==> config.mk <==
export PLATFORM = sky130hd
export DESIGN_NAME = pipelined_hybrid_adder
export DESIGN_NICKNAME = d
export VERILOG_FILES = /design/src/rtl/pipelined_hybrid_adder.sv
export SDC_FILE = /design/constraint.sdc
export NUM_CORES = 1
export LEC_CHECK = 0
export CAP_MARGIN = 20
export CORE_UTILIZATION = 53
export CTS_BUF_LIST = sky130_fd_sc_hd__clkbuf_8
export DETAILED_ROUTE_END_ITERATION = 12
export PLACE_DENSITY = 0.89
export SYNTH_ARGS = -nofsm -noshare
export SYNTH_HDL_FRONTEND = slang
export SYNTH_SLANG_ARGS = --single-unit
==> constraint.sdc <==
create_clock -name clk -period 4.1 [get_ports clk]
set_input_delay 0.615 -clock clk [delete_from_list [all_inputs] [get_ports clk]]
set_output_delay 0.615 -clock clk [all_outputs]
set_load 0.05 [all_outputs]
==> src/rtl/pipelined_hybrid_adder.sv <==
// Pipelined adder/subtractor: BLOCK-bit CLA groups ripple inside each SEG-bit segment,
// segment carries are registered, with valid/ready handshake and ALU status flags.
module pipelined_hybrid_adder #(
   parameter int unsigned WIDTH  = 32,
   parameter int unsigned BLOCK  = 4,
   parameter int unsigned STAGES = 2
) (
   input  logic             clk,
   input  logic             rst,
   input  logic             in_valid,
   output logic             in_ready,
   input  logic [WIDTH-1:0] a,
   input  logic [WIDTH-1:0] b,
   input  logic             cin,
   input  logic             sub,
   output logic             out_valid,
   input  logic             out_ready,
   output logic [WIDTH-1:0] s,
   output logic             cout,
   output logic             ovf,
   output logic             zero,
   output logic             neg
);

   localparam int unsigned SEG  = WIDTH / STAGES;
   localparam int unsigned NGRP = SEG / BLOCK;

   if ((WIDTH % STAGES) != 0 || (SEG % BLOCK) != 0) begin : g_param_check
      $error("pipelined_hybrid_adder: WIDTH must split into STAGES segments of whole BLOCK groups");
   end

   // Each stage word holds finished sum bits below its segment and raw A bits above it.
   logic             valid_q [STAGES];
   logic             valid_d [STAGES];
   logic [WIDTH-1:0] word_q  [STAGES];
   logic [WIDTH-1:0] word_d  [STAGES];
   logic [WIDTH-1:0] bop_q   [STAGES];
   logic [WIDTH-1:0] bop_d   [STAGES];
   logic             carry_q [STAGES];
   logic             carry_d [STAGES];
   logic             cmsb_q  [STAGES];
   logic             cmsb_d  [STAGES];
   logic             cin_seg [STAGES];
   logic             stall;

   // Returns the carries c[0..BLOCK] of one group in sum-of-products lookahead form.
   function automatic logic [BLOCK:0] cla_group(input logic [BLOCK-1:0] ga,
                                                input logic [BLOCK-1:0] gb,
                                                input logic             ci);
      logic [BLOCK-1:0] g;
      logic [BLOCK-1:0] p;
      logic [BLOCK:0]   c;
      logic             term;
      g    = ga & gb;
      p    = ga ^ gb;
      c    = '0;
      c[0] = ci;
      for (int unsigned j = 1; j <= BLOCK; j++) begin
         c[j] = g[j-1];
         term = p[j-1];
         for (int unsigned i = j - 1; i > 0; i--) begin
            c[j] = c[j] | (term & g[i-1]);
            term = term & p[i-1];
         end
         c[j] = c[j] | (term & ci);
      end
      return c;
   endfunction

   always_comb begin
      logic [SEG-1:0] seg_a;
      logic [SEG-1:0] seg_b;
      logic [SEG-1:0] seg_s;
      logic [BLOCK:0] cl;
      logic           carry;
      word_d[0]  = a;
      bop_d[0]   = sub ? ~b : b;
      cin_seg[0] = sub | cin;
      valid_d[0] = in_valid;
      for (int unsigned k = 1; k < STAGES; k++) begin
         word_d[k]  = word_q[k-1];
         bop_d[k]   = bop_q[k-1];
         cin_seg[k] = carry_q[k-1];
         valid_d[k] = valid_q[k-1];
      end
      for (int unsigned k = 0; k < STAGES; k++) begin
         seg_a = word_d[k][k*SEG +: SEG];
         seg_b = bop_d[k][k*SEG +: SEG];
         seg_s = '0;
         cl    = '0;
         carry = cin_seg[k];
         for (int unsigned g = 0; g < NGRP; g++) begin
            cl = cla_group(seg_a[g*BLOCK +: BLOCK], seg_b[g*BLOCK +: BLOCK], carry);
            seg_s[g*BLOCK +: BLOCK] = seg_a[g*BLOCK +: BLOCK] ^ seg_b[g*BLOCK +: BLOCK] ^ cl[BLOCK-1:0];
            carry = cl[BLOCK];
         end
         word_d[k][k*SEG +: SEG] = seg_s;
         carry_d[k] = carry;
         cmsb_d[k]  = cl[BLOCK-1];
      end
   end

   always_ff @(posedge clk) begin
      if (rst) begin
         for (int unsigned k = 0; k < STAGES; k++) begin
            valid_q[k] <= 1'b0;
            word_q[k]  <= '0;
            bop_q[k]   <= '0;
            carry_q[k] <= 1'b0;
            cmsb_q[k]  <= 1'b0;
         end
      end else if (!stall) begin
         for (int unsigned k = 0; k < STAGES; k++) begin
            valid_q[k] <= valid_d[k];
            word_q[k]  <= word_d[k];
            bop_q[k]   <= bop_d[k];
            carry_q[k] <= carry_d[k];
            cmsb_q[k]  <= cmsb_d[k];
         end
      end
   end

   assign stall     = valid_q[STAGES-1] & ~out_ready;
   assign in_ready  = ~stall;
   assign out_valid = valid_q[STAGES-1];
   assign s         = word_q[STAGES-1];
   assign cout      = carry_q[STAGES-1];
   assign ovf       = cmsb_q[STAGES-1] ^ carry_q[STAGES-1];
   assign zero      = (word_q[STAGES-1] == '0);
   assign neg       = word_q[STAGES-1][WIDTH-1];

endmodule

# [After elaboration in Yosys (flattened, before gate mapping)]
# Memories as Yosys holds them, arrays and structs flattened.
# Index checks and enable logic that the tools add are counted.
# Widths: inputs -> output; s select.
[totals] elab_cells=270 mem_count=5 in_bits=70 output_inout_bits=38 regBits=0 ram_bits=134
[memory_table] name="bop_q" depth=2 word_bits=32 read_ports=1 rd_ports_with_merged_regs=0 wr=2 line_no="37" rtl="logic [WIDTH-1:0] bop_q [STAGES];"
[memory_table] name="word_q" depth=2 word_bits=32 read_ports=2 rd_ports_with_merged_regs=0 wr=2 line_no="35" rtl="logic [WIDTH-1:0] word_q [STAGES];"
[memory_table] name="carry_q" depth=2 word_bits=1 read_ports=2 rd_ports_with_merged_regs=0 wr=2 line_no="39" rtl="logic carry_q [STAGES];"
[memory_table] name="cmsb_q" depth=2 word_bits=1 read_ports=1 rd_ports_with_merged_regs=0 wr=2 line_no="41" rtl="logic cmsb_q [STAGES];"
[memory_table] name="valid_q" depth=2 word_bits=1 read_ports=2 rd_ports_with_merged_regs=0 wr=2 line_no="33" rtl="logic valid_q [STAGES];"
[op_classes] n_bitwise=248 n_reduce_logical=1 muxes=16
[ops] op="$mux 32" count=5
[ops] op="$and 1x1->1" count=129
[ops] op="$or 1x1->1" count=91
[ops] op="$xor 4x4->4" count=16
[ops] op="$and 4x4->4" count=8
[ops] op="$logic_not 32->1" count=1
[ops] op="$not 32->32" count=1
[ops] op="$mux 1" count=11
[ops] op="$not 1->1" count=2
[ops] op="$xor 1x1->1" count=1

# [Logic depth before layout (Yosys ltp)]
[depth] depth_word=16 mapped_depth=12 mapped_depth_nobuf=10

# [Least setup slack after synthesis]
# OpenSTA, ideal clock, no wires.
[synth_path] path_type="input port to flip-flop" startpoint="in sub" endpoint="mem word_q[0][12] (data pin)" arrival_time_ps=3351 t_required_ps=3959 slack_ps=608 setup_time_ps=141 cell_stages=11 path_cell_list="buf_2 buf_1 xor2_1 ha_1 or3_1 o2111a_2 a221oi_4 nor2_2 nor3_1 fa_1 nor2_1"
[synth_lines] element="start: declaration" line_no="15" rtl="input logic sub,"
[synth_lines] element="end: declaration" line_no="35"

==> metrics.csv <==
metric;value;unit
# nets final;615;
ys async rst share;0;%
commonest non-fill, non-tap cell in the layout;clkdlybuf4s50_1;
Startpoint Class;primary input;
layout cells sized above 1;5.49;%
Critical Path Fanout Max;5;
Inserted Clock Buffers;9;
dpl hpwl;7190;um
PwrDens;387;mW/mm^2
area of the multi-input gates;0.00211;sq mm
Root Buffer;clkbuf_8;
period utilization;77.4;%
first-pass GRT wire length;15100;um
die height;99.2;um
Total GRT Usage;19.8;%
drt via density;5.38;
Final Hold Viols;0;
Final Max Tran Viols;0;
worst r2r path cells;10;
CTS Hold Buffers Added;0;
CTS sink cnt;85;
Seq/Total Area, Yosys;50.9;%
cell area after synthesis;0.00501;sq mm
Slew @ Worst Pin;0.913;ns
min-delay worst type;reg -> reg;
Post-CTS Setup Bufs;0;
# diodes;0;
Critical Path Start;b[2];
part of the power in the clock network;20.6;%
total grt overflow;0;
most frequent cells in the layout;clkdlybuf4s50_1 (106), edfxtp_1 (85), nor2_1 (47);
Vias;3341;
row count;35;
Max Freq;315;MHz
unrepaired setup endpoints after global routing;false;
Clock Latency Late Sink;0.35;ns
DR WL/cell;15.0;um
CTS clk-pin slew, worst paths;0.07;ns
CTS H-tree depth;3;
Die W;99.2;um
Mapped Avg Cell Area;11.7;sq um
Max-slew headroom;39.1;%
crit path time final;3.17;ns
status;complete, no violations;
vias in the first global route;3309;
TNS Setup;0;ns
CP Capture Type;flop;
fillers;696;
Die Area;0.00985;sq mm
peak supply drop;151;uV
clk_skew;0.0138;ns
Critical R2R Capture;word_q[0][61];
Crit Reg-Reg Startpoint;word_q[0][21];
Ports;108;
cts repair resizes;0;
clk buf depth;2;
Layout area overhead;22.5;%
Net Sw Power;0.000761;W
Logic pwr share;31.7;%
IO Port Bufs;107;
Max-cap violations;0;
initial antenna violation count;0;
min-delay src;word_q[0][4];
Core Region;0.00920;sq mm
Finished Core Util;66.8;%
final setup vio count;0;
#FFs+latches synth;85;
leak pwr;2.47;nW
Distinct cells, synth;44;
Starting Density;54.5;%
switching portion of total power;32.0;%
DRT Pass-1 Iters;4;
sequential share of power;47.7;%
CP arrival;3.36;ns
Critical Path RT;4.28;ns
DR iter-0 viols;114;
# DRC;0;
CTS tree;built;
Net Count, Synth;538;
FF+latch area;0.00255;sq mm
R2R Setup Slk;1.20;ns
cell internal pwr;0.00161;W
DRT antenna net count;0;
Primary FF master, synth;edfxtp_1;
largest net degree at the start of global routing;86;
Synth Instances;428;
kind of critical path;in -> reg;
gpl congestion;0.862;
drt total wl;9330;um
Post-synth EDFFs;85;
YS warnings;0;
Worst Setup EP;word_q[0][12];
## cell families (layout without fill, tap and decap cells)
logic type | after synthesis | count (layout) | share of synthesized area [%]
and+or+nand+nor | 140 | 140 | 14.7
adders and majority gates | 40 | 40 | 11.2
AOI/OAI and AO/OA | 48 | 48 | 6.84
muxes | 2 | 2 | 0.400
DFF | 85 | 85 | 50.9
buffers and inverters | 62 | 144 | 7.07
xor gates and xnor gates | 51 | 51 | 8.91
## per-stage QoR
step           instance area, sq um  hold WS, ns  setup slack [ns]  total power, W  std cells
2_1_floorplan                  5010        0.497             0.608         0.00171        428
6_report                       6140        0.519             0.926         0.00238        621
3_3_place_gp                   5960        0.502             0.679         0.00188        604
5_1_grt                        6140        0.530             0.729         0.00250        621
3_5_place_dp                   5960        0.502             0.537         0.00191        604
4_1_cts                        6120        0.518             0.902         0.00239        620
## cell type report
type | count | share of cell area (%)
clock buffer | 9 | 2.02
clock inverter | 7 | 0.591
inverter | 16 | 0.978
multi-input combinational | 281 | 34.4
sequential | 85 | 41.6
tap | 111 | 2.26
timing repair buffer | 112 | 18.2
## synth_stat cells (2+ instances only)
cell      count  share of area [%]
nor2_1       47                3.5
nand4_1       4               0.50
a211oi_1      3               0.45
o31ai_1       2               0.30
fa_1          8                3.2
nor3b_1       4               0.60
o31a_1        2               0.35
o21bai_1      2               0.30
buf_4        32                4.8
a31oi_1       3               0.37
buf_1         4               0.30
edfxtp_1     85                 51
nor3_1        8               0.80
nor4_1        9                1.1
nand2_1       8               0.60
xnor2_1      26                4.5
o21a_1        4               0.60
inv_1        16                1.2
clkbuf_1      9               0.67
o21ai_0      11                1.1
or2_2         3               0.37
nand3_1       5               0.50
nor2b_1       3               0.37
and2_1       38                4.7
a21oi_1      11                1.1
mux2i_1       2               0.40
or3_1         2               0.25
ha_1         32                8.0
and4_1        2               0.35
nand2b_1      5               0.62
xor2_1       25                4.4
## state kept, by name, indices dropped and copies added, names as in the netlist
name,count
carry_q,2
cmsb_q,1
bop_q,16
valid_q,2
word_q,64
## worst min-delay path by stage
stage	to	depth (start not counted)
floorplan	valid_q[0][1]	1
global placement	word_q[0][47]	1
detailed placement	word_q[0][41]	1
CTS	word_q[0][36]	1
global route	word_q[0][36]	1
finish	word_q[0][36]	1
## power by group through the flow
| stage | sequential (W) | combinational [W] | clock [W] |
|---|---|---|---|
| floorplan | 0.00115 | 0.000560 | 0 |
| global placement | 0.00115 | 0.000727 | 0 |
| detailed placement | 0.00115 | 0.000754 | 0 |
| CTS | 0.00114 | 0.000756 | 0.000495 |
| global route | 0.00114 | 0.000818 | 0.000537 |
| finish | 0.00113 | 0.000754 | 0.000488 |
## critical path, stage by stage
cell	delay, ns
clkdlybuf4s50_1	0.42
xor2_1	0.15
ha_1	0.22
or3_1	0.37
o2111a_2	0.31
a221oi_4	0.40
nor2_2	0.09
nor3_1	0.23
fa_1	0.46
nor2_1	0.10
## routing by layer
layer	up-vias	global-route usage, %	share of wire (%)
met5	-	0	0
met4	0	9.05	2.0
met3	20	3.58	6.0
met2	120	33.8	51
met1	1570	24.7	41
li1	1631	-	-
No activity file was read; power rests on OpenSTA's default activity.
